File: src/rtl/fifo_stat.sv
// Synchronous FIFO with fill count, almost-full/empty thresholds, sticky
// overflow/underflow flags, synchronous flush and optional first-word-fall-through.
module fifo_stat #(
   parameter int DATA_SIZE       = 8,
   parameter int ADDR_SPACE_EXP  = 4,
   parameter int ALMOST_FULL_TH  = 12,
   parameter int ALMOST_EMPTY_TH = 2,
   parameter int FWFT            = 0
) (
   input  logic                      clk,
   input  logic                      reset,
   input  logic                      clear,
   input  logic                      write_to_fifo,
   input  logic                      read_from_fifo,
   input  logic [DATA_SIZE-1:0]      write_data_in,
   output logic [DATA_SIZE-1:0]      read_data_out,
   output logic                      empty,
   output logic                      full,
   output logic                      almost_empty,
   output logic                      almost_full,
   output logic [ADDR_SPACE_EXP:0]   count,
   output logic                      overflow,
   output logic                      underflow
);

   localparam int DEPTH = 1 << ADDR_SPACE_EXP;
   localparam logic [ADDR_SPACE_EXP:0] DEPTH_W = DEPTH[ADDR_SPACE_EXP:0];
   localparam logic [ADDR_SPACE_EXP:0] AF_W    = ALMOST_FULL_TH[ADDR_SPACE_EXP:0];
   localparam logic [ADDR_SPACE_EXP:0] AE_W    = ALMOST_EMPTY_TH[ADDR_SPACE_EXP:0];

   logic [DATA_SIZE-1:0]      mem [DEPTH];
   logic [ADDR_SPACE_EXP-1:0] wr_ptr, rd_ptr;
   logic [ADDR_SPACE_EXP:0]   next_count;
   logic                      wr_acc, rd_acc;

   // Accept decisions use the registered flags, so a full FIFO with both
   // requests pops only and an empty one pushes only.
   assign wr_acc = write_to_fifo  & ~full;
   assign rd_acc = read_from_fifo & ~empty;

   always_comb begin
      next_count = count;
      case ({wr_acc, rd_acc})
         2'b10:   next_count = count + 1'b1;
         2'b01:   next_count = count - 1'b1;
         default: next_count = count;
      endcase
   end

   always_ff @(posedge clk) begin
      if (reset || clear) begin
         wr_ptr       <= '0;
         rd_ptr       <= '0;
         count        <= '0;
         empty        <= 1'b1;
         full         <= 1'b0;
         almost_empty <= 1'b1;
         almost_full  <= 1'b0;
         overflow     <= 1'b0;
         underflow    <= 1'b0;
      end else begin
         if (wr_acc) wr_ptr <= wr_ptr + 1'b1;
         if (rd_acc) rd_ptr <= rd_ptr + 1'b1;
         count        <= next_count;
         empty        <= (next_count == '0);
         full         <= (next_count == DEPTH_W);
         almost_empty <= (next_count <= AE_W);
         almost_full  <= (next_count >= AF_W);
         if (write_to_fifo && full)  overflow  <= 1'b1;
         if (read_from_fifo && empty) underflow <= 1'b1;
      end
   end

   always_ff @(posedge clk) begin
      if (!reset && !clear && wr_acc) mem[wr_ptr] <= write_data_in;
   end

   generate
      if (FWFT != 0) begin : g_fwft
         assign read_data_out = empty ? '0 : mem[rd_ptr];
      end else begin : g_reg
         logic [DATA_SIZE-1:0] rd_q;
         always_ff @(posedge clk) begin
            if (reset || clear) rd_q <= '0;
            else if (rd_acc)    rd_q <= mem[rd_ptr];
         end
         assign read_data_out = rd_q;
      end
   endgenerate

endmodule

File: config.mk
export PLATFORM = sky130hd
export DESIGN_NAME = fifo_stat
export DESIGN_NICKNAME = d
export VERILOG_FILES = /design/src/rtl/fifo_stat.sv
export SDC_FILE = /design/constraint.sdc
export NUM_CORES = 1
export LEC_CHECK = 0
export ABC_AREA = 0
export ABC_CLOCK_PERIOD_IN_PS = 3000
export BUFFER_PORTS_ARGS = -buffer_cell sky130_fd_sc_hd__buf_2
export CORE_MARGIN = 3
export CORE_UTILIZATION = 54
export DETAILED_ROUTE_END_ITERATION = 8
export PLACE_DENSITY = 0.72
export SLEW_MARGIN = 0
export SYNTH_ARGS = -nofsm -noshare
export SYNTH_HDL_FRONTEND = slang
export SYNTH_SLANG_ARGS = --single-unit
File: constraint.sdc
create_clock -name clk -period 3 [get_ports clk]
set_input_delay 0.3 -clock clk [delete_from_list [all_inputs] [get_ports clk]]
set_output_delay 0.3 -clock clk [all_outputs]
set_load 0.1 [all_outputs]
**Word-level counts from Yosys, hierarchy flattened**

Memory sizes are Yosys's and may differ from the RTL's. A register that Yosys moved wholly into a read port is not among the register bits.
Cells that the tools add are included.

- Muxes and demuxes: 3
- Bitwise operators: 4
- Equal/unequal tests: 3
- $lt $le $gt $ge: 2
- Reductions and logical operators: 8
- Add/subtract/negate cells: 4

Operators with widths:

| cell | count |
|---|---|
| $pmux W5 S2 | 1 |
| $add A4 B1 Y4 const B | 2 |
| $add A5 B1 Y5 const B | 1 |
| $eq A5 B5 Y1 const B | 1 |
| $ge A5 B4 Y1 const B | 1 |
| $le A5 B2 Y1 const B | 1 |
| $logic_not A5 Y1 | 1 |
| $sub A5 B1 Y5 const B | 1 |
| $logic_and A1 B1 Y1 | 4 |
| $and A1 B1 Y1 | 2 |
| $eq A2 B1 Y1 const B | 1 |
| $eq A2 B2 Y1 const B | 1 |
| $logic_not A1 Y1 | 2 |
| $mux W1 | 2 |
| $not A1 Y1 | 2 |
| $logic_or A1 B1 Y1 | 1 |

- RAM bits: 128
- Flip-flop bits (word level): 19
- Word-level logic and storage cells: 34
- Output and inout port bits: 19
- Memories: 1
- Bits of input ports: 13

Memory list:

| memory | depth | bits a word | read ports | clocked after Yosys merged registers in | wr ports | line | text |
|---|---|---|---|---|---|---|---|
| mem | 16 | 8 | 1 | 1 | 1 | 31 | `logic [DATA_SIZE-1:0] mem [DEPTH];` |

**Depth between registers and ports, before layout**

Gate-level depths: netlist (run 1).

- Depth after elaboration: 5
- Gate-level depth with buffers: 12
- Depth with buffers taken out: 11

**Worst setup path after synthesis (run 1)**

OpenSTA, ideal clock, no wires.

- Kind: reg-to-reg
- Start point: reg empty
- End point: reg almost_empty
- Cell stages (with the launch flop): 13
- Arrival time: 2996 ps
- Library setup time: 96 ps
- Required time: 2904 ps
- Clock period less this slack: 3091 ps
- Buffers on the path: 1
- Path slack: -91 ps
- Cells stage by stage: dfxtp_1 -> nand2b_1 -> inv_2 -> buf_6 -> nand2_1 -> xnor2_1 -> ha_1 -> a21o_1 -> or3_1 -> nor3_1 -> o21bai_1 -> xnor2_1 -> o41ai_2

- Longest elaborated chain between the ends: 5
- Elaborated cells between the ends (all ways): 6
- Those cells by class: order compare: 1; eq/ne: 2; mux: 1; bitwise: 2

Ends and longest elaborated chain:

| what | line | text |
|---|---|---|
| start: declaration | 17 | `output logic empty,` |
| start signal: assignment | 65 | `empty <= (next_count == '0);` |
| $not A1 Y1 (*) | 39 | `assign rd_acc = read_from_fifo & ~empty;` |
| $and A1 B1 Y1 (*) | 39 |  |
| $eq A2 B1 Y1 or $eq A2 B2 Y1 (tied branches) | 43 | `case ({wr_acc, rd_acc})` |
| $pmux W5 S2 (*) | 43 |  |
| $le A5 B2 Y1 (*) | 67 | `almost_empty <= (next_count <= AE_W);` |
| end signal: assignment | 67 |  |
| end: declaration | 19 | `output logic almost_empty,` |

Every way passes the cells marked *; elsewhere a longest branch is shown, timed or not.
A chain may end at the register's enable or synchronous reset.

**Worst setup path in the final report (run 1)**

- Start point: reg full
- End point: reg almost_empty

- Longest elaborated chain between the ends: 5
- Elaborated cells between the ends (all ways): 6
- Those cells by class: order compare: 1; eq/ne: 2; mux: 1; bitwise: 2

Ends and longest elaborated chain:

| what | line | text |
|---|---|---|
| start: declaration | 18 | `output logic full,` |
| start signal: assignment | 66 | `full <= (next_count == DEPTH_W);` |
| $not A1 Y1 (*) | 38 | `assign wr_acc = write_to_fifo & ~full;` |
| $and A1 B1 Y1 (*) | 38 |  |
| $eq A2 B1 Y1 or $eq A2 B2 Y1 (tied branches) | 43 |  |
| $pmux W5 S2 (*) | 43 |  |
| $le A5 B2 Y1 (*) | 67 |  |

Marked as above.

==> results of run 1 <==
## cells in the mapped netlist (all sizes together), types with 4 or more instances
cell	instances	area, µm²
clkbuf	6	26.3
nor2	30	113
mux4	40	980
nor3	8	40.0
nand2	11	41.3
dfxtp	27	541
buf	14	129
a21oi	10	53.8
nand3	6	30.0
nand2b	4	25.0
xor2	6	52.6
xnor2	6	52.6
inv	6	22.5
a22o	8	70.1
edfxtp	128	3840
ha	7	87.6
## per-stage QoR
step / power, W / setup WS [ns] / util, % / hold slack [ns] / area (µm²)
finish: 0.00470 / 0.215 / 64.6 / 0.124 / 7190
global placement: 0.00255 / 0.301 / 59.1 / 0.455 / 6570
global route: 0.00483 / 0.0185 / 64.6 / 0.138 / 7190
CTS: 0.00473 / 0.239 / 64.6 / 0.104 / 7190
floorplan: 0.00251 / 0.0562 / - / 0.399 / 6290
detailed placement: 0.00256 / 0.167 / 59.1 / 0.456 / 6570
## area by class of cell
cell class              instances  area, µm²  share of cell area [%]
clock buffers                  17        425                    5.92
clock inverters                15        190                    2.65
inverters                       6       22.5                   0.313
multi-input cells             160       1730                    24.1
flip-flops and latches        155       4390                    61.0
well taps                     140        175                    2.44
repair buffers                 43        258                    3.59
## worst min-delay path by stage
stage	endpoint	cells after the start
floorplan	mem[0][0]	0
global placement	read_data_out[4]	1
detailed placement	read_data_out[4]	1
CTS	overflow	3
global route	overflow	3
finish	overflow	3
## state kept, by name, summed over array words and instances, names as in the netlist
signal	flops
mem	128
read_data_out	8
count	5
rd_ptr	4
wr_ptr	4
almost_empty	1
almost_full	1
empty	1
full	1
overflow	1
underflow	1
## metal layers
layer	vias up	share of wire, %
li1	1460	-
met1	1602	45
met2	89	48
met3	14	5.2
met4	0	1.5
met5	-	0
## critical path, delay by kind of cell, from the launching register on
| kind | cells | cell delay (ns) |
|---|---|---|
| simple gates | 4 | 1.08 |
| fa+ha+maj | 1 | 0.19 |
| compound gates | 3 | 0.66 |
| flops | 1 | 0.33 |
| buf+inv | 1 | 0.17 |
| xor+xnor | 2 | 0.25 |
## report_power, final
part | switching [W] | leakage, nW | internal, W | total, W
Clock | 0.000860 | 0.297 | 0.00132 | 0.00218
Combinational | 0.000117 | 0.754 | 0.0000480 | 0.000165
Sequential | 0.00000991 | 1.37 | 0.00234 | 0.00235
Total | 0.000987 | 2.42 | 0.00371 | 0.00470
## kinds of logic (layout without fill, tap and decap cells)
logic type	Yosys count	in the layout	share of synthesized area (%)
fa+ha+maj	7	7	1.39
simple gates	67	67	4.85
xor+xnor	12	12	1.67
flops	155	155	69.7
compound gates	33	33	3.84
buf+inv	26	81	2.82
mux	41	41	15.7
==> results.json, run 1 <==
{
  "grt_antenna_before_repair": 0,
  "crit_top_cell": "xnor2_1",
  "gr-total-overflow": 0,
  "routed_via_density": 5.90,
  "ys_types": 43,
  "dieArea_um2": 13000,
  "vdd_ir_drop_max_mv": 0.465,
  "syn-num-nets": 361,
  "drc": 0,
  "async_flop_share_pct": 0,
  "avgRoutedWirePerCell_um": 21.6,
  "io_pins": 32,
  "hold_buffers": 0,
  "grt_use_met3_pct": 5.94,
  "pwr_density_cell_nw_per_um2": 653,
  "avgSynthCellArea_um2": 18.4,
  "tightest_slew_ns": 0.852,
  "wirelength_mm": 11.6,
  "cts_sinks": 155,
  "cp-start-kind": "flip-flop",
  "met2_usage_pct": 30.8,
  "synth_edf_count": 128,
  "r2r-start": "full",
  "setup_viol": 0,
  "grt.met1_usage_pct": 27.1,
  "mostFrequentLayoutCell": "edfxtp_1",
  "maxCapViolations": 0,
  "diodes": 0,
  "final_cell_mix": "128 x edfxtp_1, 31 x buf_2, 30 x nor2_1",
  "rows": 38,
  "post-route-min-period_ns": 2.78,
  "rr_endpoint": "almost_empty",
  "fin_crit_sh_pct": 92.8,
  "clockBufferDepth": 2,
  "core_region_area_um2": 11100,
  "grt_pass1_wl_mm": 18.4,
  "critPathMaxFanout": 12,
  "postCtsSetupBuffers": 0,
  "ys_seq_area_share_pct": 69.7,
  "grt_max_degree": 36,
  "vias": 3165,
  "clkTransAtPathRegs_ns": 0.06,
  "fmax_ghz": 0.359,
  "rsz0062_at_grt": "no",
  "synth_warnings": 0,
  "critPathKind": "reg2reg",
  "outcome": "complete, no violations",
  "endpoint": "almost_empty",
  "drtIter0Drc": 351,
  "hold_viol_final": 0,
  "root_buffer": "clkbuf_16",
  "ys_seq_elements": 155,
  "die_w_um": 114,
  "syn_inst": 341,
  "leakagePower_nw": 2.42,
  "worst_setup_path_end_kind": "flip-flop",
  "cts_buffers": 17,
  "final_antenna_net_count": 0,
  "rr_worst_depth": 11,
  "worstSetupStartpoint": "full",
  "final_cells": 536,
  "slowest_stage": "nor2b_2",
  "maxSlewViolCount": 0,
  "final_nets": 403,
  "drtPass1Iterations": 5,
  "die-height_um": 114,
  "cts.htree.levels": 4,
  "cts_tree": "done",
  "holdCritStartpoint": "write_to_fifo",
  "worstPathArrival_ns": 3.10,
  "drive_gt1_share_pct": 26.0,
  "place_congestion": 0.851,
  "grt.busiest_layer": "met2",
  "fin_skew_ns": 0.00745,
  "fin_tns_setup_ns": 0,
  "syn_area_um2": 6290,
  "required_ns": 3.31,
  "relSlewSlack_pct": 43.0,
  "syn_to_final_growth_pct": 14.2,
  "initial_core_util_pct": 56.5,
  "cts_resized": 0,
  "r2r_slack_ns": 0.22,
  "placed_cells": 504,
  "grt_pass1_vias": 3213,
  "port_buffers": 31,
  "synthFlopType": "edfxtp_1",
  "clock_latency_ns": 0.42,
  "crit_path_max_incr_delay_ns": 0.44,
  "grt_usage_pct": 19.8,
  "path_cells": "nor2b_2 > inv_2 > nand2_1 > xnor2_1 > ha_1 > a21o_1 > or3_1 > nor3_1 > o21bai_1 > xnor2_1 > o41ai_2",
  "fill_cells": 742,
  "dpl.hpwl_mm": 7.32,
  "hp-class": "in2reg"
}
(Power assumes the default switching activity.)
==> inputs of run 2 (changes only) <==
==> constraint.sdc (replaced) <==
create_clock -name clk -period 3 [get_ports clk]
set_input_delay 0.3 -clock clk [delete_from_list [all_inputs] [get_ports clk]]
set_output_delay 0.3 -clock clk [all_outputs]
set_load 0.05 [all_outputs]
==> run 2 against run 1 <==
Compared with the run above: sequential power is essentially flat; non-clock buffer count grew 4; register-to-register slack gained 0.16 ns; critical path depth is the same; die area is the same; highest routed layer unchanged; setup slack gained 0.16 ns.
==> results.json, run 2 (synthesis gave the netlist of run 1 again) <==
{
  "outcome": "complete, no violations",
  "place_congestion": 0.835,
  "port_buffers": 31,
  "worstPathArrival_ns": 2.95,
  "leakagePower_nw": 2.45,
  "cts_buffers": 17,
  "rsz0062_at_grt": "no",
  "grt_max_degree": 36,
  "placed_cells": 508,
  "critPathMaxFanout": 13,
  "root_buffer": "clkbuf_16",
  "setup_ws_ns": 0.378,
  "clock_latency_ns": 0.42,
  "diodes": 0,
  "vdd_ir_drop_max_mv": 0.359,
  "grt_pass1_wl_mm": 19.1,
  "rows": 38,
  "tightest_slew_ns": 0.782,
  "worst_setup_path_end_kind": "flip-flop",
  "fin_crit_sh_pct": 87.4,
  "grt_antenna_before_repair": 0,
  "pwr_density_cell_nw_per_um2": 656,
  "cts_tree": "done",
  "hold_viol_final": 0,
  "final_cell_mix": "128 x edfxtp_1, 31 x buf_2, 30 x nor2_1",
  "vias": 3251,
  "cts.htree.levels": 4,
  "avgRoutedWirePerCell_um": 22.3,
  "critPathKind": "reg2reg",
  "cts_sinks": 155,
  "fmax_ghz": 0.381,
  "grt_pass1_vias": 3269,
  "postCtsSetupBuffers": 0,
  "post-route-min-period_ns": 2.62,
  "mostFrequentLayoutCell": "edfxtp_1",
  "io_pins": 32,
  "die_w_um": 114,
  "pre_cts_slack_ns": 0.174,
  "dpl.hpwl_mm": 7.27,
  "final_nets": 407,
  "top_register": "mem",
  "core_region_area_um2": 11100,
  "clockBufferDepth": 2,
  "largest_reg_flops": 128,
  "routed_via_density": 6.02,
  "placed_cell_area_um2": 6600,
  "grt_usage_pct": 20.3,
  "drtIter0Drc": 251,
  "setup_viol": 0,
  "wirelength_mm": 12.1,
  "die-height_um": 114,
  "drtPass1Iterations": 5,
  "fin_skew_ns": 0.0102,
  "fill_cells": 766,
  "design_area_um2": 7230,
  "syn_to_final_growth_pct": 14.9,
  "initial_core_util_pct": 56.5,
  "drive_gt1_share_pct": 25.5,
  "maxSlewViolCount": 0,
  "final_cells": 540,
  "final_antenna_net_count": 0,
  "cp-start-kind": "flip-flop",
  "gr-total-overflow": 0,
  "required_ns": 3.33,
  "hp-class": "in2reg",
  "fin_tns_setup_ns": 0,
  "clkTransAtPathRegs_ns": 0.06,
  "drc": 0,
  "r2r_slack_ns": 0.38,
  "relSlewSlack_pct": 47.7,
  "dieArea_um2": 13000,
  "maxCapViolations": 0
}
==> run 2: cell type report <==
class / count / area (µm²) / area share, %
Tap cell: 140 / 175 / 2.42
Clock inverter: 13 / 190 / 2.63
Multi-Input combinational cell: 160 / 1730 / 24.0
Sequential cell: 155 / 4390 / 60.7
Inverter: 6 / 22.5 / 0.312
Timing Repair Buffer: 47 / 288 / 3.98
Clock buffer: 19 / 433 / 5.99
==> run 2: final timing paths <==
path,start,to,cells past startpoint
setup / recovery,empty,almost_empty,11
hold / removal,read_from_fifo,underflow,3
setup reg to reg,empty,almost_empty,11
hold reg to reg,read_data_out[4],read_data_out[4],1
==> run 2: worst max-delay path, cell delays in order (launching register included) <==
cell,delay [ns]
dfxtp_1,0.32
nand2b_1,0.23
inv_2,0.22
nand2_1,0.13
xnor2_1,0.14
ha_1,0.18
a21o_1,0.18
or3_1,0.35
nor3_1,0.14
o21bai_1,0.13
xnor2_1,0.18
o41ai_2,0.32
==> run 2: timing repair <==
action | 4_1_cts | 5_1_grt
setup endpoints to repair | 0 | 2
hold buffers | 0 | 0
resized for setup | 0 | 1
==> run 2: per-layer routing <==
metal / up-vias / global-route usage, % / share of wire (%)
met2: 97 / 29.9 / 47
met3: 10 / 5.46 / 5.1
met5: - / 0 / 0
met1: 1683 / 29.7 / 47
met4: 0 / 6.65 / 0.96
li1: 1461 / - / -
==> run 2: stage by stage <==
| step | total power [W] | utilization, % | hold WS (ns) |
|---|---|---|---|
| CTS | 0.00477 | 64.9 | 0.118 |
| floorplan | 0.00249 | - | 0.399 |
| global route | 0.00488 | 65.0 | 0.150 |
| finish | 0.00474 | 65.0 | 0.141 |
| detailed placement | 0.00254 | 59.3 | 0.460 |
| global placement | 0.00253 | 59.3 | 0.450 |
==> run 2: report_power, final <==
| part | switching (W) | internal [W] | leakage, nW |
|---|---|---|---|
| clock network | 0.000844 | 0.00140 | 0.299 |
| logic | 0.0000997 | 0.0000487 | 0.780 |
| registers | 0.00000863 | 0.00234 | 1.37 |
| total | 0.000952 | 0.00379 | 2.45 |
==> inputs of run 3 (changes only) <==
--- a/config.mk
+++ b/config.mk
@@ -12,6 +12,7 @@
 export CORE_UTILIZATION = 54
 export DETAILED_ROUTE_END_ITERATION = 8
 export PLACE_DENSITY = 0.72
+export RECOVER_POWER = 50
 export SLEW_MARGIN = 0
 export SYNTH_ARGS = -nofsm -noshare
 export SYNTH_HDL_FRONTEND = slang
==> run 3 against run 2 <==
Compared with the run above: sequential power about the same; clock-buffer cell count unchanged; fmax grew 0.16%; critical path depth stayed put; routed wire length increased by 0.51%; cell area down 0.42%; die area unchanged; final cell count is the same; non-clock buffer count unchanged; largest cell class unchanged.
==> results.json, run 3 (synthesis gave the netlist of run 1 again) <==
{
  "clkTransAtPathRegs_ns": 0.06,
  "final_util_pct": 64.7,
  "grt_pass1_wl_mm": 19.1,
  "required_ns": 3.33,
  "root_buffer": "clkbuf_16",
  "io_pins": 32,
  "die_w_um": 114,
  "cts_tree": "done",
  "fmax_ghz": 0.382,
  "slowest_stage": "or3_1",
  "crit_top_cell": "xnor2_1",
  "path_cells": "nand2b_1 > inv_2 > nand2_1 > xnor2_1 > ha_1 > a21o_1 > or3_1 > nor3_1 > o21bai_1 > xnor2_1 > o41ai_2",
  "die-height_um": 114,
  "swShare_pct": 20.1,
  "setup_ws_ns": 0.382,
  "worstPathArrival_ns": 2.94,
  "outcome": "complete, no violations",
  "cp-start-kind": "flip-flop",
  "diodes": 0,
  "final_antenna_net_count": 0,
  "routed_via_density": 5.99,
  "final_cell_mix": "128 x edfxtp_1, 30 x nor2_1, 26 x dfxtp_1",
  "wirelength_mm": 12.1,
  "critPathTopFamily": "simple AND/OR/NAND/NOR gates",
  "postCtsSetupBuffers": 0,
  "fill_cells": 777,
  "fin_skew_ns": 0.00967,
  "maxSlewViolCount": 0,
  "fin_crit_sh_pct": 87.3,
  "seqPwrFrac_pct": 49.5,
  "critPathKind": "reg2reg",
  "vias": 3235,
  "dieArea_um2": 13000,
  "grt_max_degree": 36,
  "cts_buffers": 17,
  "syn_to_final_growth_pct": 14.4,
  "crit_path_max_incr_delay_ns": 0.35,
  "power_frac_clock_pct": 47.4,
  "final_nets": 407,
  "crit_buf_inv": 1,
  "p_int_w": 0.00378,
  "tightest_slew_ns": 1.04,
  "p_sw_w": 0.000952,
  "post-route-min-period_ns": 2.62,
  "drive_gt1_share_pct": 19.8,
  "hp-class": "in2reg",
  "grt_pass1_vias": 3269,
  "vdd_ir_drop_max_mv": 0.359,
  "drc": 0,
  "place_congestion": 0.835,
  "fin_tns_setup_ns": 0,
  "grt_antenna_before_repair": 0,
  "core_region_area_um2": 11100,
  "clock_latency_ns": 0.42,
  "gr-total-overflow": 0,
  "grt_usage_pct": 20.3,
  "largest_reg_flops": 128,
  "initial_core_util_pct": 56.5,
  "setup_viol": 0,
  "pwr_density_cell_nw_per_um2": 658,
  "leakagePower_nw": 2.37,
  "hold_buffers": 0,
  "avgRoutedWirePerCell_um": 22.5,
  "rows": 38,
  "rsz0062_at_grt": "no",
  "drtPass1Iterations": 4,
  "top_register": "mem",
  "relSlewSlack_pct": 30.9,
  "dpl.hpwl_mm": 7.27,
  "port_buffers": 31,
  "p_comb_share_pct": 3.1,
  "hold_viol_final": 0,
  "critPathMaxFanout": 13,
  "cts_sinks": 155,
  "worst_setup_path_end_kind": "flip-flop",
  "mostFrequentLayoutCell": "edfxtp_1",
  "maxCapViolations": 0,
  "finalPower_w": 0.00474,
  "drtIter0Drc": 236,
  "clockBufferDepth": 2,
  "pre_cts_slack_ns": 0.174,
  "cts_resized": 0,
  "cts.htree.levels": 4
}
-- run 3: cell count changes in the layout (fill, tap and decap cells not counted), sizes merged --
cell / delta
clkbuf: +23
buf: -23
-- run 3: layout make-up --
cell class	count	area, µm²	share of cell area [%]
clock buffers	19	433	6.01
clock inverters	13	190	2.64
inverters	6	22.5	0.313
multi-input cells	160	1730	24.1
flip-flops and latches	155	4390	60.9
well taps	140	175	2.43
repair buffers	47	258	3.58
-- run 3: power groups by stage --
stage / combinational, W / clock [W] / sequential [W]
2_1_floorplan: 0.0000765 / 0 / 0.00241
3_3_place_gp: 0.000141 / 0 / 0.00239
3_5_place_dp: 0.000147 / 0 / 0.00239
4_1_cts: 0.000148 / 0.00228 / 0.00235
5_1_grt: 0.000159 / 0.00237 / 0.00235
6_report: 0.000145 / 0.00224 / 0.00235
-- run 3: per-stage QoR --
step / hold WS (ns) / std cells / cell area, µm²
final: 0.138 / 540 / 7200
after global routing: 0.150 / 540 / 7200
after CTS: 0.118 / 540 / 7220
after detailed placement: 0.460 / 508 / 6600
after global placement: 0.450 / 508 / 6600
after floorplan: 0.399 / 341 / 6290
-- run 3: path summary, 6_finish.rpt --
path	from	to	slack, ns	cells past startpoint
setup reg to reg	empty	almost_empty	0.38	11
hold / removal	write_to_fifo	overflow	0.14	3
hold reg to reg	read_data_out[4]	read_data_out[4]	0.48	1
setup / recovery	empty	almost_empty	0.38	11
-- run 3: worst min-delay path, stage by stage --
cell     delay [ns]
buf_2          0.09
a21oi_1        0.06
nor2_1         0.07
-- run 3: metal layers --
layer	GRT usage, %	wire length, µm
met5	0	0
met4	6.65	61
met3	5.46	612
met2	29.9	5850
met1	29.7	5610
